--- src/rtl/wb_queue_if.sv ---
`default_nettype none
// ============================================================================
//  Module      : wb_queue_if
//  Description : Bundle for the write-back queue: two producer handshakes
//                (A = ALU, B = load unit), the register file write port,
//                the pending-register vector and two forwarding lookups.
//                master : producers / decode side (drives valids, lookups)
//                slave  : the queue itself (drives readies, rf port, hits)
//  Revision    : 1.0 - initial release
// ============================================================================
interface wb_queue_if #(
    parameter int DATA_W = 16,
    parameter int ADDR_W = 3
);
    logic                       a_valid;
    logic                       a_ready;
    logic [ADDR_W-1:0]          a_addr;
    logic [DATA_W-1:0]          a_data;

    logic                       b_valid;
    logic                       b_ready;
    logic [ADDR_W-1:0]          b_addr;
    logic [DATA_W-1:0]          b_data;

    logic                       rf_we;
    logic [ADDR_W-1:0]          rf_wr;
    logic [DATA_W-1:0]          rf_wd;

    logic [(1<<ADDR_W)-1:0]     pending;

    logic [ADDR_W-1:0]          q1_addr;
    logic                       q1_hit;
    logic [DATA_W-1:0]          q1_data;
    logic [ADDR_W-1:0]          q2_addr;
    logic                       q2_hit;
    logic [DATA_W-1:0]          q2_data;

    modport master (
        output a_valid, a_addr, a_data,
        output b_valid, b_addr, b_data,
        output q1_addr, q2_addr,
        input  a_ready, b_ready,
        input  rf_we, rf_wr, rf_wd,
        input  pending,
        input  q1_hit, q1_data, q2_hit, q2_data
    );

    modport slave (
        input  a_valid, a_addr, a_data,
        input  b_valid, b_addr, b_data,
        input  q1_addr, q2_addr,
        output a_ready, b_ready,
        output rf_we, rf_wr, rf_wd,
        output pending,
        output q1_hit, q1_data, q2_hit, q2_data
    );
endinterface
`default_nettype wire

--- src/rtl/wb_queue.sv ---
`default_nettype none
// ============================================================================
//  Module      : wb_queue
//  Description : In-order write-back buffer in front of the register file.
//                Accepts up to two results per cycle (A older than B),
//                drains one entry per cycle onto the rf write port, and
//                exposes pending bits plus two youngest-match lookups.
//  Ports       : clock, reset (sync, active-high)
//                bus (wb_queue_if.slave) - producer handshakes, rf port,
//                pending vector, forwarding lookups q1/q2
//  Revision    : 1.0 - initial release
// ============================================================================
module wb_queue #(
    parameter int DEPTH  = 4,
    parameter int DATA_W = 16,
    parameter int ADDR_W = 3
) (
    input  logic        clock,
    input  logic        reset,
    wb_queue_if.slave   bus
);
    localparam int PTR_W = $clog2(DEPTH);
    localparam int CNT_W = PTR_W + 1;
    localparam int NREG  = 1 << ADDR_W;
    localparam logic [CNT_W-1:0] C_DEPTH = CNT_W'(DEPTH);

    logic [PTR_W-1:0]   r_head;
    logic [PTR_W-1:0]   r_tail;
    logic [CNT_W-1:0]   r_count;
    logic [ADDR_W-1:0]  r_addr [DEPTH];
    logic [DATA_W-1:0]  r_data [DEPTH];

    logic [CNT_W-1:0]   w_free;
    logic               w_a_ready;
    logic               w_b_ready;
    logic               w_push_a;
    logic               w_push_b;
    logic               w_pop;
    logic               w_empty;
    logic [PTR_W-1:0]   w_b_slot;
    logic [NREG-1:0]    w_pending;
    logic               w_q1_hit;
    logic [DATA_W-1:0]  w_q1_data;
    logic               w_q2_hit;
    logic [DATA_W-1:0]  w_q2_data;

    // Space is judged on the count at the start of the cycle; the drain
    // happening this same cycle does not free a slot until the next one.
    assign w_free    = C_DEPTH - r_count;
    assign w_empty   = (r_count == '0);
    assign w_a_ready = !reset && (w_free >= CNT_W'(1));
    // A has priority: B only gets the last free slot when A is idle.
    assign w_b_ready = !reset && ((w_free >= CNT_W'(2)) ||
                                  ((w_free >= CNT_W'(1)) && !bus.a_valid));
    assign w_push_a  = bus.a_valid && w_a_ready;
    assign w_push_b  = bus.b_valid && w_b_ready;
    assign w_pop     = !reset && !w_empty;
    // B lands behind A when both transfer together.
    assign w_b_slot  = w_push_a ? r_tail + PTR_W'(1) : r_tail;

    always_ff @(posedge clock) begin
        if (reset) begin
            r_head  <= '0;
            r_tail  <= '0;
            r_count <= '0;
        end else begin
            r_head  <= r_head + PTR_W'(w_pop);
            r_tail  <= r_tail + PTR_W'(w_push_a) + PTR_W'(w_push_b);
            r_count <= r_count + CNT_W'(w_push_a) + CNT_W'(w_push_b)
                       - CNT_W'(w_pop);
        end
    end

    // Storage is never cleared; validity is tracked purely by head/count.
    always_ff @(posedge clock) begin
        if (w_push_a) begin
            r_addr[r_tail] <= bus.a_addr;
            r_data[r_tail] <= bus.a_data;
        end
        if (w_push_b) begin
            r_addr[w_b_slot] <= bus.b_addr;
            r_data[w_b_slot] <= bus.b_data;
        end
    end

    // Walk valid entries oldest to youngest so the last match wins,
    // which keeps age order correct across the pointer wrap.
    always_comb begin
        w_pending = '0;
        w_q1_hit  = 1'b0;
        w_q1_data = '0;
        w_q2_hit  = 1'b0;
        w_q2_data = '0;
        for (int k = 0; k < DEPTH; k++) begin
            if (CNT_W'(k) < r_count) begin
                w_pending[r_addr[r_head + PTR_W'(k)]] = 1'b1;
                if (r_addr[r_head + PTR_W'(k)] == bus.q1_addr) begin
                    w_q1_hit  = 1'b1;
                    w_q1_data = r_data[r_head + PTR_W'(k)];
                end
                if (r_addr[r_head + PTR_W'(k)] == bus.q2_addr) begin
                    w_q2_hit  = 1'b1;
                    w_q2_data = r_data[r_head + PTR_W'(k)];
                end
            end
        end
    end

    assign bus.a_ready = w_a_ready;
    assign bus.b_ready = w_b_ready;
    assign bus.rf_we   = w_pop;
    assign bus.rf_wr   = w_empty ? '0 : r_addr[r_head];
    assign bus.rf_wd   = w_empty ? '0 : r_data[r_head];
    assign bus.pending = w_pending;
    assign bus.q1_hit  = w_q1_hit;
    assign bus.q1_data = w_q1_data;
    assign bus.q2_hit  = w_q2_hit;
    assign bus.q2_data = w_q2_data;

endmodule
`default_nettype wire

--- src/flat_wrapper.sv ---
// flat-port wrapper written by rule: the top's interface ports become plain ports
module wb_queue_flat 
#(
    parameter int DEPTH  = 4,
    parameter int DATA_W = 16,
    parameter int ADDR_W = 3
)
  (clock, reset, bus_a_valid, bus_a_addr, bus_a_data, bus_b_valid, bus_b_addr, bus_b_data, bus_q1_addr, bus_q2_addr, bus_a_ready, bus_b_ready, bus_rf_we, bus_rf_wr, bus_rf_wd, bus_pending, bus_q1_hit, bus_q1_data, bus_q2_hit, bus_q2_data);
  wb_queue_if #(.DATA_W(DATA_W), .ADDR_W(ADDR_W)) bus_i ();
  input  logic clock;
  input  logic reset;
  input wire logic [$bits(bus_i.a_valid)-1:0] bus_a_valid;
  input wire logic [$bits(bus_i.a_addr)-1:0] bus_a_addr;
  input wire logic [$bits(bus_i.a_data)-1:0] bus_a_data;
  input wire logic [$bits(bus_i.b_valid)-1:0] bus_b_valid;
  input wire logic [$bits(bus_i.b_addr)-1:0] bus_b_addr;
  input wire logic [$bits(bus_i.b_data)-1:0] bus_b_data;
  input wire logic [$bits(bus_i.q1_addr)-1:0] bus_q1_addr;
  input wire logic [$bits(bus_i.q2_addr)-1:0] bus_q2_addr;
  output wire logic [$bits(bus_i.a_ready)-1:0] bus_a_ready;
  output wire logic [$bits(bus_i.b_ready)-1:0] bus_b_ready;
  output wire logic [$bits(bus_i.rf_we)-1:0] bus_rf_we;
  output wire logic [$bits(bus_i.rf_wr)-1:0] bus_rf_wr;
  output wire logic [$bits(bus_i.rf_wd)-1:0] bus_rf_wd;
  output wire logic [$bits(bus_i.pending)-1:0] bus_pending;
  output wire logic [$bits(bus_i.q1_hit)-1:0] bus_q1_hit;
  output wire logic [$bits(bus_i.q1_data)-1:0] bus_q1_data;
  output wire logic [$bits(bus_i.q2_hit)-1:0] bus_q2_hit;
  output wire logic [$bits(bus_i.q2_data)-1:0] bus_q2_data;
  assign bus_i.a_valid = bus_a_valid;
  assign bus_i.a_addr = bus_a_addr;
  assign bus_i.a_data = bus_a_data;
  assign bus_i.b_valid = bus_b_valid;
  assign bus_i.b_addr = bus_b_addr;
  assign bus_i.b_data = bus_b_data;
  assign bus_i.q1_addr = bus_q1_addr;
  assign bus_i.q2_addr = bus_q2_addr;
  assign bus_a_ready = bus_i.a_ready;
  assign bus_b_ready = bus_i.b_ready;
  assign bus_rf_we = bus_i.rf_we;
  assign bus_rf_wr = bus_i.rf_wr;
  assign bus_rf_wd = bus_i.rf_wd;
  assign bus_pending = bus_i.pending;
  assign bus_q1_hit = bus_i.q1_hit;
  assign bus_q1_data = bus_i.q1_data;
  assign bus_q2_hit = bus_i.q2_hit;
  assign bus_q2_data = bus_i.q2_data;
  wb_queue #(.DEPTH(DEPTH), .DATA_W(DATA_W), .ADDR_W(ADDR_W)) u_core (.clock(clock), .reset(reset), .bus(bus_i));
endmodule
--- config.mk ---
export PLATFORM = sky130hd
export DESIGN_NAME = wb_queue_flat
export DESIGN_NICKNAME = d
export VERILOG_FILES = /design/src/rtl/wb_queue_if.sv /design/src/rtl/wb_queue.sv /design/src/flat_wrapper.sv
export SDC_FILE = /design/constraint.sdc
export NUM_CORES = 1
export LEC_CHECK = 0
export ABC_AREA = 1
export CORE_ASPECT_RATIO = 1.5
export CORE_UTILIZATION = 60
export DETAILED_ROUTE_END_ITERATION = 12
export PLACE_DENSITY = 0.86
export SLEW_MARGIN = 20
export SYNTH_ARGS = -nofsm -noshare
export SYNTH_HDL_FRONTEND = slang
export SYNTH_SLANG_ARGS = --single-unit
--- constraint.sdc ---
create_clock -name clock -period 5.7 [get_ports clock]
set_input_delay 0.855 -clock clock [delete_from_list [all_inputs] [get_ports clock]]
set_output_delay 0.855 -clock clock [all_outputs]
set_load 0.05 [all_outputs]
Word-level counts from Yosys, hierarchy flattened. Memory sizes are Yosys's and may differ from the RTL's. A register that Yosys moved wholly into a read port is not among the register bits. Index checks and enable logic that the tools add are counted.

Add/subtract/negate cells: 11. $lt $le $gt $ge: 14. Muxes and demuxes: 53. Bitwise logic cells: 3. Reduce and logical (&&, ||, !) cells: 15. Equality and inequality tests: 8.

Operator list (number): $mux 16 (17); $mux 8 (4); $eq 3x3->1 (8); $mux 1 (24); $or 8x8->8 (3); $lt 3x4->1 const B (4); $ge 3x1->1 const B (5); $demux 1 s3 (4); $logic_and 1x1->1 (10); $add 2x1->2 (3); $add 3x1->3 (2); $lt 1x3->1 const A (2); $lt 2x3->1 const A (2); $mux 2 (3); $add 2x1->2 const B (2); $add 2x2->2 const B (2); $ge 3x2->1 const B (1); $logic_not 1->1 (3); $logic_not 3->1 (1); $mux 3 (1); $sub 3x1->3 (1); $sub 3x3->3 const A (1); $logic_or 1x1->1 (1).

Memories: 2. Word-level logic and storage cells: 109. Output and inout bits: 64. Flip-flop bits (word level): 7. Bits in writable memories: 76.

Memory list: u_core.r_data (words 4, bits a word 16, read ports 4, clocked after Yosys merged registers in 1, write ports 2, RTL line wb_queue.sv:31) `logic [DATA_W-1:0] r_data [DEPTH];`; u_core.r_addr (words 4, bits a word 3, read ports 4, clocked after Yosys merged registers in 1, write ports 2, RTL line wb_queue.sv:30) `logic [ADDR_W-1:0] r_addr [DEPTH];`.

Longest topological paths before layout. Gate-level depths: netlist of run 1. An unclocked memory read counts as a cell.

Depth in word-level cells: 12. Mapped depth: 16. Gate-level depth less buffers: 14.

Worst setup path after synthesis of run 1. OpenSTA, ideal clock, no wires.

Path type: input-to-reg. From: in reset. To: mem u_core.r_addr[0][0], enable pin. Setup slack: 2143 ps. Arrival time: 3170 ps. Cell stages on the path: 8. Data required time: 5314 ps. Cell sequence: buf_2 -> a21oi_1 -> nand2_1 -> o21ai_1 -> inv_1 -> nand3_1 -> clkbuf_1 -> nand2_1.

RTL lines: start, declared (RTL line flat_wrapper.sv:11) `input logic reset;`; end, declared (RTL line wb_queue.sv:30).

Final worst setup path of run 1.
From: reg u_core.r_head[0]. To: out bus_q2_data[11].

Longest elaborated chain between the ends: 9. Elaborated cells between the ends (all ways): 14. Those cells by class: add/sub (3); eq/ne (3); mux (6); memory (2).

RTL lines: start, declared (RTL line wb_queue.sv:27) `logic [PTR_W-1:0] r_head;`; start signal, assigned (RTL line wb_queue.sv:67) `r_head <= r_head + PTR_W'(w_pop);`; $add 2x1->2 (RTL line wb_queue.sv:101, wb_queue.sv:103); $mem_v2 4x3; $eq 3x3->1 (RTL line wb_queue.sv:101) `if (r_addr[r_head + PTR_W'(k)] == bus.q2_addr) begin`; $mux 16 (RTL line wb_queue.sv:101); $mux 16 (RTL line wb_queue.sv:95) `if (CNT_W'(k) < r_count) begin`; $mux 16 (RTL line wb_queue.sv:101); $mux 16 (RTL line wb_queue.sv:95); $mux 16 (RTL line wb_queue.sv:101); $mux 16 * (RTL line wb_queue.sv:95); end, declared (RTL line flat_wrapper.sv:29) `output wire logic [$bits(bus_i.q2_data)-1:0] bus_q2_data;`.

Mark *: on every way between the ends. The rest lies on a longest branch, timed or not.

==> results.cfg, run 1 <==
[run_status]
status = completed

[synthesis]
netlist_instances = 1374
synth-seq-cells = 83
synth.net_count = 1437
yosysTopAreaCell = edfxtp_1
synth-main-ff-cell = edfxtp_1
synth_edf_count = 76
yosysSeqAreaShare = 0.283
synth_area_sq_um = 8550
yosysMostFrequentCell = nand2_1
synth-async-reset-ratio = 0
yosys_warnings = 0
syn-mean-instance-area_sq_um = 6.22
synth_top_area_frac = 0.267
yosys-top-cells-count = 489 x nand2_1, 223 x inv_1, 163 x o21ai_0
yosysUniqueCellTypes = 42
ys_top_cells_by_area = edfxtp_1 27%, nand2_1 21%, inv_1 9.8%

[timing]
period_share = 0.848
tightest_slew_ns = 1.06
rsz0062_at_grt = false
fmax_mhz = 207
setup_viol = 0
finClkSkew_ns = 0.00277
slew_headroom = 0.293
min_period_ns = 4.83
slew_viol_final = 0
hold_viol_final = 0
setup_tns_ns = 0

[detailed_routing]
ant_nets = 0
via_count = 8737
drtIter0Drc = 725
dr.pass1.iters = 8
vias_per_cell = 5.36
wl_mm = 23.4
wire_per_inst_um = 14.4
drc = 0

[power]
ir_drop_v = 0.000464
leakage_nw = 4.90
power_density_nw_per_um2 = 595
finalPower_mw = 5.81

[clock_tree]
cts_tree = built
cts.reportedPaths.clkPinSlew_ns = 0.06
cts_htree_levels = 3
insertion_delay_ns = 0.34
cts_resized = 0
clockRootBuffer = clkbuf_16
post_cts_buffers = 0
clock_path_buffers = 2
hold_buffers = 0
cts_buffers = 9
clock_sinks = 83

[place]
hpwl_mm = 17.5
portBuffers = 111
gp_congestion = 0.986

[floorplan]
core_area_sq_um = 14000
fp.dieW_um = 99.5
rows = 53
die-area_sq_um = 14700
io_pins = 112
initial_core_util = 0.611
die_y_um = 148

[grt]
use_met2 = 0.532
antenna_found_initial = 0
grt_max_degree = 138
grt_pass1_wl_mm = 37.5
grt_pass1_vias = 7547
grtUsageMet3 = 0.0324
top_usage_layer = met2
grt-ovfl-total = 0
grt_util_all_layers = 0.322
grtUsageMet1 = 0.447

[worst_hold_path]
hold_path.class = reg -> reg

[finish]
nFillCells = 1205
final_nets = 1495
drive_above_1_share = 0.0675
antenna_cells = 0
areaGrowthSynthToFinish_pct = 14.3

[worst_setup_path]
crit_required_ns = 4.85
crit_type = reg -> out
worstPathMaxFanout = 137
cp_data_arrival_time_ns = 3.98
worst_setup_path_start_kind = flop
endpoint_kind = output port

[flow_run]
maxCapViolCount = 0
flip-flops by register name, summed over array words and instances, names as in the netlist:
| signal | count |
|---|---|
| u_core.r_data | 64 |
| u_core.r_addr | 12 |
| u_core.r_count | 3 |
| u_core.r_head | 2 |
| u_core.r_tail | 2 |
path summary, 6_finish.rpt:
path | cells past startpoint | startpoint | end | slack, ns
worst max register to register | 12 | u_core.r_count[0]$_SDFF_PP0_ | u_core.r_data[1][8]$_DFFE_PP_ | 2.33
worst min register to register | 2 | u_core.r_tail[1]$_SDFF_PP0_ | u_core.r_tail[1]$_SDFF_PP0_ | 0.57
worst max-delay path | 12 | u_core.r_head[0]$_SDFF_PP0_ | bus_q2_data[11] | 0.87
worst min-delay path | 2 | u_core.r_tail[1]$_SDFF_PP0_ | u_core.r_tail[1]$_SDFF_PP0_ | 0.57
per-layer routing:
metal	vias up	wire, um
met5	-	0
met4	0	495
met3	41	1710
met1	3861	10000
met2	414	11200
li1	4421	-
cells by family (layout without fill, tap and decap cells):
logic type | after synthesis | after routing | synth area share
XOR/XNOR | 7 | 7 | 0.00893
flip-flops | 83 | 83 | 0.283
adder cells (fa/ha/maj) | 15 | 15 | 0.0246
AND/OR/NAND/NOR | 733 | 733 | 0.382
buffers and inverters | 299 | 362 | 0.157
AO/OA/AOI/OAI | 237 | 237 | 0.145
cell type report:
class                           instances  area, sq um  share of cell area
Sequential cell                        83         2430               0.248
Clock buffer                           13          240              0.0246
Multi-Input combinational cell        992         4780               0.490
Clock inverter                          3         38.8             0.00397
Inverter                              227          865              0.0885
Tap cell                              192          240              0.0246
Timing Repair Buffer                  119         1170               0.120
critical path, cell delays in order, from the launching register on:
cell and delay [ns]:
dfxtp_4 0.49, buf_4 0.84, o21ai_1 0.26, nand2_1 0.11, nand2_1 0.11, nand3_1 0.10, nand2_2 0.25, nand2_4 0.31
nand3_1 0.10, nand2_1 0.09, nand2_1 0.05, nand2_1 0.10, clkdlybuf4s50_1 0.81
power by group:
part	total, mW	switching [mW]	internal, mW
combinational	4.31	3.10	1.21
sequential	0.944	0.0949	0.850
clock	0.560	0.223	0.338
total	5.81	3.42	2.39
layout by cell type (no fill, tap or decap), types with 2 or more instances in the layout:
cell             count
nand2_1            489
inv_1              223
o21ai_0            163
clkdlybuf4s50_1    111
nand3_1            101
edfxtp_1            76
nor2_1              70
o21ai_1             48
nand2_2             27
nand3_2             20
ha_1                12
nand2_4             11
clkbuf_16            9
a21oi_1              8
o22ai_1              8
buf_4                8
dfxtp_1              6
nor2_4               4
clkbuf_1             4
xor2_1               3
o21ai_2              3
fa_1                 3
inv_6                2
nor2_8               2
xor2_2               2
o31ai_1              2
nand3b_1             2
nor3_1               2
a211o_1              2
xnor2_1              2
per-stage QoR:
stage	worst slack (ns)	hold WS, ns	utilization	instances	cell area (sq um)
4_1_cts	0.906	0.580	0.698	1629	9770
5_1_grt	0.590	0.606	0.698	1629	9770
6_report	0.869	0.573	0.698	1629	9770
3_3_place_gp	1.12	0.564	0.678	1613	9490
2_1_floorplan	2.14	0.538	-	1374	8550
3_5_place_dp	1.08	0.566	0.678	1613	9490
(Power assumes the default switching activity.)
==> run 2, diff against run 1 <==
- CORE_UTILIZATION: 60 -> 57
- PLACE_DENSITY: 0.86 -> 0.82
- clock period: 5.7 -> 4.9 ns (I/O delays scaled with it)
==> run 2 against run 1 <==
- count of clock-buffer cells in the layout down 3
- clock power up 23%
- global-route usage down 2.1 points
- power up 17%
- clock skew up 0.0022 ns
- combinational power up 16%
- first-iteration DRC count up 3.4%
- via count down 0.98%
- cell area up 0.59%
- sequential share of layout area down 0.15 points
- critical path type unchanged
==> results.cfg, run 2 (synthesis results as in run 1) <==
[run_status]
status = completed

[floorplan]
io_pins = 112
fp.dieW_um = 102
core_area_sq_um = 14600
rows = 54
die-area_sq_um = 15500
die_y_um = 152
initial_core_util = 0.586

[clock_tree]
cts_buffers = 9
cts_tree = built
clock_sinks = 83
clockRootBuffer = clkbuf_16
cts.reportedPaths.clkPinSlew_ns = 0.06
clock_path_buffers = 2
post_cts_buffers = 0
cts_htree_levels = 3
insertion_delay_ns = 0.33
hold_buffers = 0
cts_resized = 0

[timing]
setup_ws_ns = 0.463
slew_viol_final = 0
tightest_slew_ns = 1.04
period_share = 0.906
slew_headroom = 0.304
setup_viol = 0
min_period_ns = 4.44
setup_tns_ns = 0
finClkSkew_ns = 0.00495
rsz0062_at_grt = false
fmax_mhz = 225
hold_viol_final = 0

[finish]
multi_input_area_sq_um = 4780
antenna_cells = 0
largest_reg_flops = 64
final_area_sq_um = 9820
largest_register = u_core.r_data
nFillCells = 1329
reg_top3 = u_core.r_data (64), u_core.r_addr (12), u_core.r_count (3)
final_common_cell = nand2_1
areaGrowthSynthToFinish_pct = 14.9
regArea_sq_um = 2430
fin_util = 0.673
final_nets = 1498
drive_above_1_share = 0.0708
final_cell_mix = 489 x nand2_1, 223 x inv_1, 163 x o21ai_0

[grt]
grt_pass1_wl_mm = 37.1
grt_util_all_layers = 0.301
grt_max_degree = 129
grt-ovfl-total = 0
grt_pass1_vias = 7738
antenna_found_initial = 0

[power]
finalPower_mw = 6.78
ir_drop_v = 0.000628
power_density_nw_per_um2 = 690
leakage_nw = 4.93

[worst_setup_path]
worstPathMaxFanout = 128
cp_data_arrival_time_ns = 3.70
crit_required_ns = 4.16
worst_setup_path_start_kind = flop
crit_type = reg -> out
endpoint_kind = output port

[detailed_routing]
drtIter0Drc = 750
ant_nets = 0
via_count = 8651
dr.pass1.iters = 6
drc = 0
vias_per_cell = 5.29
wl_mm = 22.7
wire_per_inst_um = 13.9

[place]
placed_cell_area_sq_um = 9510
gp_congestion = 0.947
portBuffers = 111
hpwl_mm = 17.1
pre_cts_ws_ns = 0.837

[flow_run]
maxCapViolCount = 0

[worst_hold_path]
hold_path.class = reg -> reg
run 2: final cells by class:
| class | count | share of cell area |
|---|---|---|
| multi-input cells | 992 | 0.487 |
| clock inverters | 6 | 0.00815 |
| well taps | 196 | 0.0250 |
| repair buffers | 122 | 0.122 |
| clock buffers | 10 | 0.0233 |
| flip-flops and latches | 83 | 0.247 |
| inverters | 227 | 0.0880 |
run 2: layer usage:
layer | track usage | routed length [um]
met5 | 0 | 0
met3 | 0.0166 | 1560
met4 | 0.105 | 469
met1 | 0.425 | 9940
met2 | 0.486 | 10700
run 2: report_power, final:
group	switching (mW)	internal, mW
Sequential	0.111	0.988
Combinational	3.57	1.41
Clock	0.249	0.441
run 2: metrics by stage:
stage / hold slack (ns) / cells
2_1_floorplan: 0.538 / 1374
3_3_place_gp: 0.567 / 1620
3_5_place_dp: 0.577 / 1620
4_1_cts: 0.585 / 1636
5_1_grt: 0.624 / 1636
6_report: 0.576 / 1636
run 2: worst paths after layout:
kind                            slack (ns)  cells after the start                          from                        endpoint
worst max-delay path                  0.46                     11   u_core.r_head[0]$_SDFF_PP0_                  bus_q2_data[0]
worst min-delay path                  0.58                      2   u_core.r_tail[1]$_SDFF_PP0_     u_core.r_tail[1]$_SDFF_PP0_
worst max register to register        1.45                     12  u_core.r_count[1]$_SDFF_PP0_  u_core.r_data[1][12]$_DFFE_PP_
worst min register to register        0.58                      2   u_core.r_tail[1]$_SDFF_PP0_     u_core.r_tail[1]$_SDFF_PP0_
run 2: critical path, cell delays in order, from the launching register on:
cell and delay, ns:
dfxtp_4 0.55, buf_4 0.80, nand2_1 0.12, o21ai_0 0.16, inv_1 0.08, o21ai_0 0.47
inv_1 0.18, nand3_1 0.15, nand2_1 0.06, nand2_1 0.05, nand2_1 0.05, clkdlybuf4s50_1 0.69
==> run 3, diff against run 2 <==
- CTS_CLUSTER_SIZE: unset -> 10
==> results of run 3 <==
No change in the layout: final DEF, timing and power equal those of run 2.
